<file path="config.mk">
export PLATFORM = sky130hd
export DESIGN_NAME = alu_issue_stage
export DESIGN_NICKNAME = d
export VERILOG_FILES = /design/src/rtl/alu_issue_stage.sv
export SDC_FILE = /design/constraint.sdc
export NUM_CORES = 1
export LEC_CHECK = 0
export ABC_AREA = 1
export BUFFER_PORTS_ARGS = -buffer_cell sky130_fd_sc_hd__buf_2
export CORE_ASPECT_RATIO = 0.75
export CORE_MARGIN = 5
export CORE_UTILIZATION = 25
export CTS_CLUSTER_SIZE = 16
export DETAILED_ROUTE_END_ITERATION = 12
export GPL_ROUTABILITY_DRIVEN = 0
export PLACE_DENSITY = 0.55
export SETUP_SLACK_MARGIN = 0.02
export SYNTH_ARGS = -nofsm -noshare
export SYNTH_HDL_FRONTEND = slang
export SYNTH_SLANG_ARGS = --single-unit
</file>
<file path="constraint.sdc">
create_clock -name clk -period 2.7 [get_ports clk]
set_input_delay 0.405 -clock clk [delete_from_list [all_inputs] [get_ports clk]]
set_output_delay 0.405 -clock clk [all_outputs]
set_load 0.02 [all_outputs]
</file>
<file path="src/rtl/alu_issue_stage.sv">
// Decode/issue stage for the RV64 ALU: decodes RV64I integer-compute instructions
// into operands and an op select, and holds them in one valid/ready pipeline register.
module alu_issue_stage #(
  parameter int DATA_WIDTH  = 64,
  parameter int INSTR_WIDTH = 32
) (
  input  logic                   clk,
  input  logic                   rst,
  input  logic                   in_valid,
  output logic                   in_ready,
  input  logic [INSTR_WIDTH-1:0] instr,
  input  logic [DATA_WIDTH-1:0]  pc,
  output logic [4:0]             rs1_addr,
  output logic [4:0]             rs2_addr,
  input  logic [DATA_WIDTH-1:0]  rs1_data,
  input  logic [DATA_WIDTH-1:0]  rs2_data,
  input  logic                   flush,
  output logic                   out_valid,
  input  logic                   out_ready,
  output logic [DATA_WIDTH-1:0]  alu_a,
  output logic [DATA_WIDTH-1:0]  alu_b,
  output logic [4:0]             alu_sel,
  output logic [4:0]             rd,
  output logic                   reg_write,
  output logic                   illegal
);

  localparam logic [4:0] SEL_ADD  = 5'd0;
  localparam logic [4:0] SEL_SUB  = 5'd1;
  localparam logic [4:0] SEL_AND  = 5'd2;
  localparam logic [4:0] SEL_OR   = 5'd3;
  localparam logic [4:0] SEL_XOR  = 5'd4;
  localparam logic [4:0] SEL_SLT  = 5'd5;
  localparam logic [4:0] SEL_SLTU = 5'd6;
  localparam logic [4:0] SEL_SLL  = 5'd7;
  localparam logic [4:0] SEL_SRL  = 5'd8;
  localparam logic [4:0] SEL_SRA  = 5'd9;
  localparam logic [4:0] SEL_ADDW = 5'd10;
  localparam logic [4:0] SEL_SUBW = 5'd11;
  localparam logic [4:0] SEL_SLLW = 5'd12;
  localparam logic [4:0] SEL_SRLW = 5'd13;
  localparam logic [4:0] SEL_SRAW = 5'd14;

  localparam logic [6:0] OPC_OP       = 7'b0110011;
  localparam logic [6:0] OPC_OP_IMM   = 7'b0010011;
  localparam logic [6:0] OPC_OP_32    = 7'b0111011;
  localparam logic [6:0] OPC_OP_IMM32 = 7'b0011011;
  localparam logic [6:0] OPC_LUI      = 7'b0110111;
  localparam logic [6:0] OPC_AUIPC    = 7'b0010111;

  logic [6:0]            opcode;
  logic [2:0]            funct3;
  logic                  f7_zero;
  logic                  f7_alt;
  logic                  sh6_zero;
  logic                  sh6_alt;
  logic [DATA_WIDTH-1:0] imm_i;
  logic [DATA_WIDTH-1:0] imm_u;
  logic [DATA_WIDTH-1:0] shamt6;
  logic [DATA_WIDTH-1:0] shamt5;
  logic [DATA_WIDTH-1:0] raw_a;
  logic [DATA_WIDTH-1:0] raw_b;
  logic [4:0]            raw_sel;
  logic                  dec_legal;
  logic                  transfer;

  assign opcode   = instr[6:0];
  assign funct3   = instr[14:12];
  assign f7_zero  = (instr[31:25] == 7'b0000000);
  assign f7_alt   = (instr[31:25] == 7'b0100000);
  assign sh6_zero = (instr[31:26] == 6'b000000);
  assign sh6_alt  = (instr[31:26] == 6'b010000);
  assign imm_i    = {{(DATA_WIDTH-12){instr[31]}}, instr[31:20]};
  assign imm_u    = {{(DATA_WIDTH-32){instr[31]}}, instr[31:12], 12'b0};
  assign shamt6   = {{(DATA_WIDTH-6){1'b0}}, instr[25:20]};
  assign shamt5   = {{(DATA_WIDTH-5){1'b0}}, instr[24:20]};

  assign rs1_addr = instr[19:15];
  assign rs2_addr = instr[24:20];

  always_comb begin
    raw_a     = '0;
    raw_b     = '0;
    raw_sel   = SEL_ADD;
    dec_legal = 1'b0;
    if (instr[1:0] == 2'b11) begin
      case (opcode)
        OPC_OP: begin
          raw_a = rs1_data;
          raw_b = rs2_data;
          case (funct3)
            3'b000: begin dec_legal = f7_zero || f7_alt; raw_sel = f7_alt ? SEL_SUB : SEL_ADD; end
            3'b001: begin dec_legal = f7_zero; raw_sel = SEL_SLL;  end
            3'b010: begin dec_legal = f7_zero; raw_sel = SEL_SLT;  end
            3'b011: begin dec_legal = f7_zero; raw_sel = SEL_SLTU; end
            3'b100: begin dec_legal = f7_zero; raw_sel = SEL_XOR;  end
            3'b101: begin dec_legal = f7_zero || f7_alt; raw_sel = f7_alt ? SEL_SRA : SEL_SRL; end
            3'b110: begin dec_legal = f7_zero; raw_sel = SEL_OR;   end
            default: begin dec_legal = f7_zero; raw_sel = SEL_AND; end
          endcase
        end
        OPC_OP_IMM: begin
          raw_a = rs1_data;
          raw_b = imm_i;
          case (funct3)
            3'b000: begin dec_legal = 1'b1; raw_sel = SEL_ADD;  end
            3'b001: begin dec_legal = sh6_zero; raw_sel = SEL_SLL; raw_b = shamt6; end
            3'b010: begin dec_legal = 1'b1; raw_sel = SEL_SLT;  end
            3'b011: begin dec_legal = 1'b1; raw_sel = SEL_SLTU; end
            3'b100: begin dec_legal = 1'b1; raw_sel = SEL_XOR;  end
            3'b101: begin
              dec_legal = sh6_zero || sh6_alt;
              raw_sel   = sh6_alt ? SEL_SRA : SEL_SRL;
              raw_b     = shamt6;
            end
            3'b110: begin dec_legal = 1'b1; raw_sel = SEL_OR;   end
            default: begin dec_legal = 1'b1; raw_sel = SEL_AND; end
          endcase
        end
        OPC_OP_32: begin
          raw_a = rs1_data;
          raw_b = rs2_data;
          case (funct3)
            3'b000: begin dec_legal = f7_zero || f7_alt; raw_sel = f7_alt ? SEL_SUBW : SEL_ADDW; end
            3'b001: begin dec_legal = f7_zero; raw_sel = SEL_SLLW; end
            3'b101: begin dec_legal = f7_zero || f7_alt; raw_sel = f7_alt ? SEL_SRAW : SEL_SRLW; end
            default: dec_legal = 1'b0;
          endcase
        end
        OPC_OP_IMM32: begin
          raw_a = rs1_data;
          case (funct3)
            3'b000: begin dec_legal = 1'b1; raw_sel = SEL_ADDW; raw_b = imm_i; end
            3'b001: begin dec_legal = f7_zero; raw_sel = SEL_SLLW; raw_b = shamt5; end
            3'b101: begin
              dec_legal = f7_zero || f7_alt;
              raw_sel   = f7_alt ? SEL_SRAW : SEL_SRLW;
              raw_b     = shamt5;
            end
            default: dec_legal = 1'b0;
          endcase
        end
        OPC_LUI: begin
          dec_legal = 1'b1;
          raw_b     = imm_u;
        end
        OPC_AUIPC: begin
          dec_legal = 1'b1;
          raw_a     = pc;
          raw_b     = imm_u;
        end
        default: dec_legal = 1'b0;
      endcase
    end
  end

  assign in_ready = !flush && (!out_valid || out_ready);
  assign transfer = in_valid && in_ready;

  // Illegal instructions still travel downstream, but with zeroed operands and no write.
  always_ff @(posedge clk) begin
    if (rst) begin
      out_valid <= 1'b0;
      alu_a     <= '0;
      alu_b     <= '0;
      alu_sel   <= SEL_ADD;
      rd        <= '0;
      reg_write <= 1'b0;
      illegal   <= 1'b0;
    end else if (flush) begin
      out_valid <= 1'b0;
    end else if (transfer) begin
      out_valid <= 1'b1;
      alu_a     <= dec_legal ? raw_a : '0;
      alu_b     <= dec_legal ? raw_b : '0;
      alu_sel   <= dec_legal ? raw_sel : SEL_ADD;
      rd        <= instr[11:7];
      reg_write <= dec_legal && (instr[11:7] != 5'd0);
      illegal   <= !dec_legal;
    end else if (out_ready) begin
      out_valid <= 1'b0;
    end
  end

endmodule

</file>
==> summary.md, run 1 <==
| Metric | Value |
|---|---|
| Slew headroom | 0.340 |
| Switching share of total power | 0.242 |
| Setup-failing EPs final | 0 |
| Post-CTS Hold Fix Bufs | 0 |
| Gr ovfl total | 0 |
| Largest cells by area after synthesis | dfxtp_1 (37%), nand2_1 (19%), nand3_1 (12%) |
| Number of flops mapped to enable cells by yosys | 0 |
| Flops & latches, synth | 140 |
| Max Cap Viol | 0 |
| Top-count cell post-synth | nand2_1 |
| Final worst path period need | 1.97 ns |
| Top FF cell, synth | dfxtp_1 |
| Non-Filler Instances | 1,954 |
| Yosys warning count | 0 |
| Register share of total power | 0.394 |
| Pins Over Slew Limit | 0 |
| CORE AREA | 0.0301 mm2 |
| Final ANT Viol Nets | 0 |
| WS Path Type | reg2reg |
| Worst EP required | 2.99 ns |
| Residual DRC | 0 |
| Synth Cell Area | 0.00761 mm2 |
| Reg2reg start | out_valid |
| Drt initial violations | 528 |
| Yosys cell types | 32 |
| Synth Area per Inst | 6.21 um2 |
| Nature of the critical path startpoint | flip-flop |
| Post-CTS sizing | 0 |
| TNS Setup | 0 ns |
| Initial Utilization | 0.253 |
| First-pass GRT wire length | 47,700 um |
| Post-Synthesis Cells | 1,226 |
| Longest Clk Path Bufs | 2 |
| Asr flop ratio synth | 0 |
| Post-synthesis sequential area ratio | 0.368 |
| Post-synth top area share | 0.368 |
| Worst Setup End Kind | flip-flop |
| Drt total wl | 31,000 um |
| Hold Path Class | in2reg |
| H-tree depth | 4 |
| Initial antenna violation count | 2 |
| Fin crit share | 0.731 |
| Final-report hold violation count | 0 |
| Crit path launch | out_valid |
| Setup Fix Bufs, Post-CTS | 0 |
| First-pass DRT Iterations | 5 |
| Clock slew at reported path FFs | 0.06 ns |
| Dominant cell type by area after synthesis | dfxtp_1 |
| Clock share of power | 0.513 |
| Worst-Skew Late Latency | 0.42 ns |
| Ports | 381 |
| Largest net degree at the start of global routing | 105 |
| Inst Count DP | 1,922 |
| Fillers | 3,329 |
| IO buf count | 379 |
| Combinational fraction of design power | 0.093 |
| Pwr dens | 505 mW/mm2 |
| Total clock sinks | 140 |
| DR WL/cell | 15.8 um |
| Share of cells above drive strength 1 | 0.292 |
| Clock root cell | clkbuf_16 |
| Die W | 212 um |
| GRT Resource Usage Total | 0.172 |
| FMAX | 506 MHz |
| Clk_skew | 0.00594 ns |
| Area delta synth->final | 37.1% |
| CTS tree | done |
| Vias | 9,070 |
| Cell-internal power | 0.00400 W |
| Die height | 161 um |
| Leakage | 4.84 nW |
| Total CTS buffers | 17 |
| Tightest Pin Transition | 0.989 ns |
| Switching pwr | 0.00127 W |
| Post-DP HPWL | 22,400 um |
| # rows | 55 |
| Worst-path fanout max | 52 |
| Max VDD drop | 379 uV |
| Number of global-route vias before repair | 8,371 |
| HP Start | flush |
| Fin nets | 1,771 |
| Arrival time worst endpoint | 2.27 ns |
| Outcome | finished, final reports clean |
| Ant diodes | 0 |
| Die area | 0.0341 mm2 |
| RSZ-0062 raised after global routing | no |
| Post-synth net total | 1,455 |
| Via density | 4.64 |
| Commonest cells in the netlist | nand2_1 (395), nor2_1 (198), nand3_1 (184) |
==> state kept, by name (all words and copies together) (netlist names) <==
| register | flops |
|---|---|
| illegal | 1 |
| alu_a | 64 |
| alu_sel | 4 |
| alu_b | 64 |
| rd | 5 |
| out_valid | 1 |
| reg_write | 1 |
==> worst paths after layout <==
check / cells past startpoint / to / slack, ns
max: 9 / alu_b[16] / 0.73
min: 2 / out_valid / 0.17
max reg2reg: 9 / alu_b[16] / 0.73
min reg2reg: 2 / rd[3] / 0.46
==> cell type report <==
type / count / area (um2) / area share
clock buffer: 22 / 484 / 0.0464
multi-input combinational: 947 / 4170 / 0.399
sequential: 140 / 2800 / 0.268
inverter: 34 / 133 / 0.0127
tap: 399 / 499 / 0.0478
timing repair buffer: 402 / 2170 / 0.208
clock inverter: 10 / 185 / 0.0177
==> power groups by stage <==
stage / registers [W] / clock network [W] / logic [W]
after global routing: 0.00208 / 0.00289 / 0.000539
after floorplan: 0.00214 / 0 / 0.000216
final: 0.00208 / 0.00271 / 0.000492
after detailed placement: 0.00212 / 0 / 0.000494
after CTS: 0.00208 / 0.00279 / 0.000496
after global placement: 0.00212 / 0 / 0.000496
==> metal layers <==
layer / vias to the layer above / global-route usage / routed length, um
li1: 4553 / - / -
met1: 4165 / 0.246 / 14300
met2: 311 / 0.263 / 13900
met3: 37 / 0.0386 / 2190
met4: 4 / 0.0430 / 561
met5: - / 0 / 14
==> cells by family after synthesis <==
family | after synthesis | share of synthesized area
AOI/OAI and AO/OA | 92 | 0.0641
and+or+nand+nor | 854 | 0.478
DFF | 140 | 0.368
buffers and inverters | 139 | 0.0896
other | 1 | 0.000492
==> layout by cell type (no fill, tap or decap), types with 2 or more instances in the layout <==
cell type,synthesis,layout
nand2_1,395,393
buf_2,36,379
nor2_1,198,198
nand3_1,184,183
dfxtp_1,140,140
a21oi_1,76,76
and3_1,64,64
inv_1,27,26
clkbuf_16,0,17
buf_4,16,15
buf_12,0,8
inv_2,5,5
a21boi_0,5,5
bufinv_16,0,5
o21ai_0,4,4
clkbuf_8,0,4
nand2_2,2,3
nor2_4,1,2
inv_4,1,2
nand4_1,2,2
nor3_1,2,2
nor2_2,3,2
nand3_2,1,2
clkinv_2,0,2
clkinv_4,0,2
==> worst max-delay path, stage by stage (launching register included) <==
cell and delay [ns]:
dfxtp_1 0.33, inv_1 0.04, nor2_1 0.12, nor2_1 0.09, nand2_4 0.14, nor2_1 0.09, inv_2 0.71, nor2_1 0.13
nand2_1 0.11, a21oi_1 0.06
==> stage by stage <==
stage          setup WS [ns]  power, W  cell area [um2]  utilization  hold WS, ns
2_1_floorplan          0.818   0.00235             7610            -        0.484
3_3_place_gp           0.458   0.00262             9770        0.325        0.451
3_5_place_dp           0.439   0.00262             9770        0.325        0.454
4_1_cts                0.660   0.00537            10400        0.347        0.139
5_1_grt                0.496   0.00550            10400        0.347        0.138
6_report               0.725   0.00528            10400        0.347        0.166
Power figures use the tool's default switching activity.
==> run 2, diff against run 1 <==
--- a/config.mk
+++ b/config.mk
@@ -5,7 +5,7 @@
 export SDC_FILE = /design/constraint.sdc
 export NUM_CORES = 1
 export LEC_CHECK = 0
-export ABC_AREA = 1
+export ABC_AREA = 0
 export BUFFER_PORTS_ARGS = -buffer_cell sky130_fd_sc_hd__buf_2
 export CORE_ASPECT_RATIO = 0.75
 export CORE_MARGIN = 5
@@ -13,7 +13,7 @@
 export CTS_CLUSTER_SIZE = 16
 export DETAILED_ROUTE_END_ITERATION = 12
 export GPL_ROUTABILITY_DRIVEN = 0
-export PLACE_DENSITY = 0.55
+export PLACE_DENSITY = 0.58
 export SETUP_SLACK_MARGIN = 0.02
 export SYNTH_ARGS = -nofsm -noshare
 export SYNTH_HDL_FRONTEND = slang
==> constraint.sdc (replaced) <==
create_clock -name clk -period 2 [get_ports clk]
set_input_delay 0.3 -clock clk [delete_from_list [all_inputs] [get_ports clk]]
set_output_delay 0.3 -clock clk [all_outputs]
set_load 0.02 [all_outputs]
==> run 2 against run 1 <==
  * Die area is 22% lower
  * Register-to-register slack got worse by 0.43 ns
  * Power grew 24%
  * Clock power up 15%
  * Area after synthesis is 23% lower
  * Worst hold slack got worse by 0.091 ns
  * Combinational power rose by 19%
  * Global-route usage is 0.27 points lower
  * Synthesized cell count fell by 44%
  * Cell count shrank 30%
  * Core utilization grew 4.1 points
  * Via count down 27%
  * Critical path type is now in2reg
  * Largest cell class is now flip-flops and latches
  * Largest power group unchanged
==> summary.md, run 2 <==
| Metric | Value |
|---|---|
| Hold path depth | 2 (unchanged) |
| R2r setup slk | 0.30 ns (-0.43 ns) |
| IO buf count | 379 (unchanged) |
| Asr flop ratio synth | 0 (unchanged) |
| Longest Clk Path Bufs | 2 (unchanged) |
| Met3 Wirelength | 1890 um (-14%) |
| Drt total wl | 23,600 um (-24%) |
| Setup-failing EPs final | 0 (unchanged) |
| Outcome | finished, final reports clean |
| Worst-Skew Late Latency | 0.42 ns (about the same) |
| Post-DP HPWL | 17,700 um (-21%) |
| Slew headroom | 0.606 (+0.266) |
| Crit path launch | instr[26] |
| GRT Resource Usage Total | 0.169 (-0.00266) |
| Highest Signal Layer | met5 |
| Commonest non-fill, non-tap cell in the layout | buf_2 |
| Number of flops mapped to enable cells by yosys | 0 (unchanged) |
| Post-CTS Hold Fix Bufs | 0 (unchanged) |
| Die W | 187 um (-12%) |
| Die height | 143 um (-11%) |
| Post-Synthesis Cells | 682 (-44%) |
| Total clock sinks | 140 (unchanged) |
| Top Registers | alu_a x64, alu_b x64, rd x5 |
| Tightest Pin Transition | 0.589 ns (-0.400 ns) |
| Nature of the critical path startpoint | primary input |
| Fin crit share | 0.882 |
| Dominant cell type by area after synthesis | dfxtp_1 |
| Worst r2r dst | alu_b[59] |
| Area delta synth->final | 52.2% |
| First-pass GRT wire length | 36,500 um (-23%) |
| Residual DRC | 0 (unchanged) |
| Clk_skew | 0.00756 ns (+0.00162 ns) |
| CTS tree | done |
| Hold Path Sink | out_valid |
| Switching share of total power | 0.248 (+0.00633) |
| Reg2reg start | out_valid |
| CORE AREA | 0.0231 mm2 (-23%) |
| Max Cap Viol | 0 (unchanged) |
| Fin nets | 1,287 (-27%) |
| FF-to-FF path depth | 6 (-3) |
| Crit path largest cell delay | 0.59 ns (-0.12 ns) |
| Top FF cell, synth | dfxtp_1 |
| Switching pwr | 0.00162 W (+27%) |
| Number of global-route vias before repair | 6,610 (-21%) |
| DR WL/cell | 17.2 um (+8.7%) |
| Final-report hold violation count | 0 (unchanged) |
| Largest net degree at the start of global routing | 68 (-35%) |
| Register share of total power | 0.430 (+0.036) |
| Leakage | 4.01 nW (-17%) |
| Setup Fix Bufs, Post-CTS | 0 (unchanged) |
| # rows | 48 (-13%) |
| Final ANT Viol Nets | 0 (unchanged) |
| Arrival time worst endpoint | 2.10 ns (-0.17 ns) |
| First-pass DRT Iterations | 5 (unchanged) |
| Share of cells above drive strength 1 | 0.447 (+0.155) |
| HP Start | flush |
| Gr ovfl total | 0 (unchanged) |
| Commonest cells in the netlist | dfxtp_1 (140), nand2_1 (130), a21oi_1 (107) |
| Cell-internal power | 0.00491 W (+23%) |
| Metal-1 WL | 9940 um (-31%) |
| Clock root cell | clkbuf_16 |
| Post-synth net total | 911 (-37%) |
| WS Path Type | in2reg |
| Final core occ | 0.388 (+0.0407) |
| Yosys cell types | 53 (+66%) |
| Final worst path period need | 1.76 ns |
| Total CTS buffers | 17 (unchanged) |
| Via density | 4.85 (+4.6%) |
| Drt initial violations | 366 (-31%) |
| Post-synthesis sequential area ratio | 0.477 (+0.109) |
| RSZ-0062 raised after global routing | no |
| Vias | 6,654 (-27%) |
| Max VDD drop | 559 uV (+48%) |
| Clock slew at reported path FFs | 0.07 ns (about the same) |
| Ant diodes | 0 (unchanged) |
| Synth Cell Area | 0.00588 mm2 (-23%) |
| Die area | 0.0267 mm2 (-22%) |
| TNS Setup | 0 ns (unchanged) |
| FMAX | 567 MHz |
| Crit path cell chain | buf_2 > or4_4 > o41ai_2 > a22o_4 > o221ai_2 > buf_12 > o21ai_0 |
| Combinational fraction of design power | 0.090 (-0.003) |
| Pins Over Slew Limit | 0 (unchanged) |
| Yosys warning count | 0 (unchanged) |
| Flops & latches, synth | 140 (unchanged) |
| Synth Area per Inst | 8.62 um2 (+39%) |
| Worst EP required | 2.33 ns (-0.66 ns) |
| Ports | 381 (unchanged) |
| CP Buf/Inv Count | 2 (unchanged) |
| H-tree depth | 4 (unchanged) |
| Post-synth top area share | 0.477 (+0.109) |
| Worst-path fanout max | 41 (-21%) |
| Worst Setup End Kind | flip-flop |
| Pwr dens | 729 mW/mm2 (+44%) |
| Clock share of power | 0.480 (-0.033) |
| Post-CTS sizing | 0 (unchanged) |
| Initial Utilization | 0.255 (+0.00172) |
| Most frequent cells in the layout | buf_2 (379), dfxtp_1 (140), nand2_1 (130) |
| Largest cells by area after synthesis | dfxtp_1 (48%), a22oi_1 (9.4%), a21oi_1 (9.1%) |
| Delay-heaviest family, CP | compound AO/OA/AOI/OAI gates |
| Hold Path Class | in2reg |
| Met2 WL | 11,300 um (-19%) |
| Top-count cell post-synth | dfxtp_1 |
| Worst path slowest cell | or4_4 |
| Initial antenna violation count | 2 (unchanged) |
run 2: power by group through the flow:
stage / logic (W) / registers (W) / clock network, W
final: 0.000587 / 0.00280 / 0.00313
after CTS: 0.000593 / 0.00280 / 0.00324
after global routing: 0.000642 / 0.00280 / 0.00334
after detailed placement: 0.000589 / 0.00287 / 0
after floorplan: 0.000207 / 0.00288 / 0
after global placement: 0.000593 / 0.00287 / 0
run 2: worst max path at each step:
stage                            end  slack, ns  cells past startpoint
final                      alu_b[59]       0.24                      7
after global routing        alu_b[5]       0.12                      5
after CTS                  alu_b[59]       0.24                      7
after detailed placement   alu_b[59]      -0.21                      7
after global placement    alu_sel[0]      -0.13                      6
after floorplan            alu_b[21]       0.06                      7
run 2: metrics by stage:
stage | power (W) | cell area [um2] | hold WS (ns) | instances | setup slack [ns]
finish | 0.00653 | 8950 | 0.0748 | 1371 | 0.236
global route | 0.00679 | 8950 | 0.0573 | 1371 | 0.119
CTS | 0.00663 | 8950 | 0.0471 | 1371 | 0.242
detailed placement | 0.00346 | 8370 | 0.437 | 1339 | -0.213
global placement | 0.00346 | 8370 | 0.430 | 1339 | -0.132
floorplan | 0.00309 | 5890 | 0.379 | 682 | 0.0622
run 2: cells by family (layout without fill, tap and decap cells):
group / count (synthesis) / after routing / synth area share
other: 1 / 1 / 0.000638
AO/OA/AOI/OAI: 292 / 292 / 0.325
flip-flops: 140 / 140 / 0.477
multiplexers: 3 / 3 / 0.00532
AND/OR/NAND/NOR: 170 / 170 / 0.127
buffers and inverters: 76 / 465 / 0.0645
run 2: area by class of cell:
type,instances,area [um2]
tap,300,375
clock buffer,17,425
multi-input combinational,466,2740
sequential,140,2800
clock inverter,15,150
timing repair buffer,429,2430
fill,2393,14100
inverter,4,15.0
run 2: worst reg2reg max path, stage by stage (launching register included):
cell,delay (ns)
dfxtp_1,0.31
nand2b_1,0.13
nand3_4,0.24
nor2_1,0.34
o221ai_2,0.18
buf_12,0.20
o21ai_0,0.22
run 2: per-layer routing:
metal  vias up  track usage
met5         -            0
met4         4       0.0541
met3        29       0.0626
met2       256        0.278
met1      3133        0.209
li1       3232            -
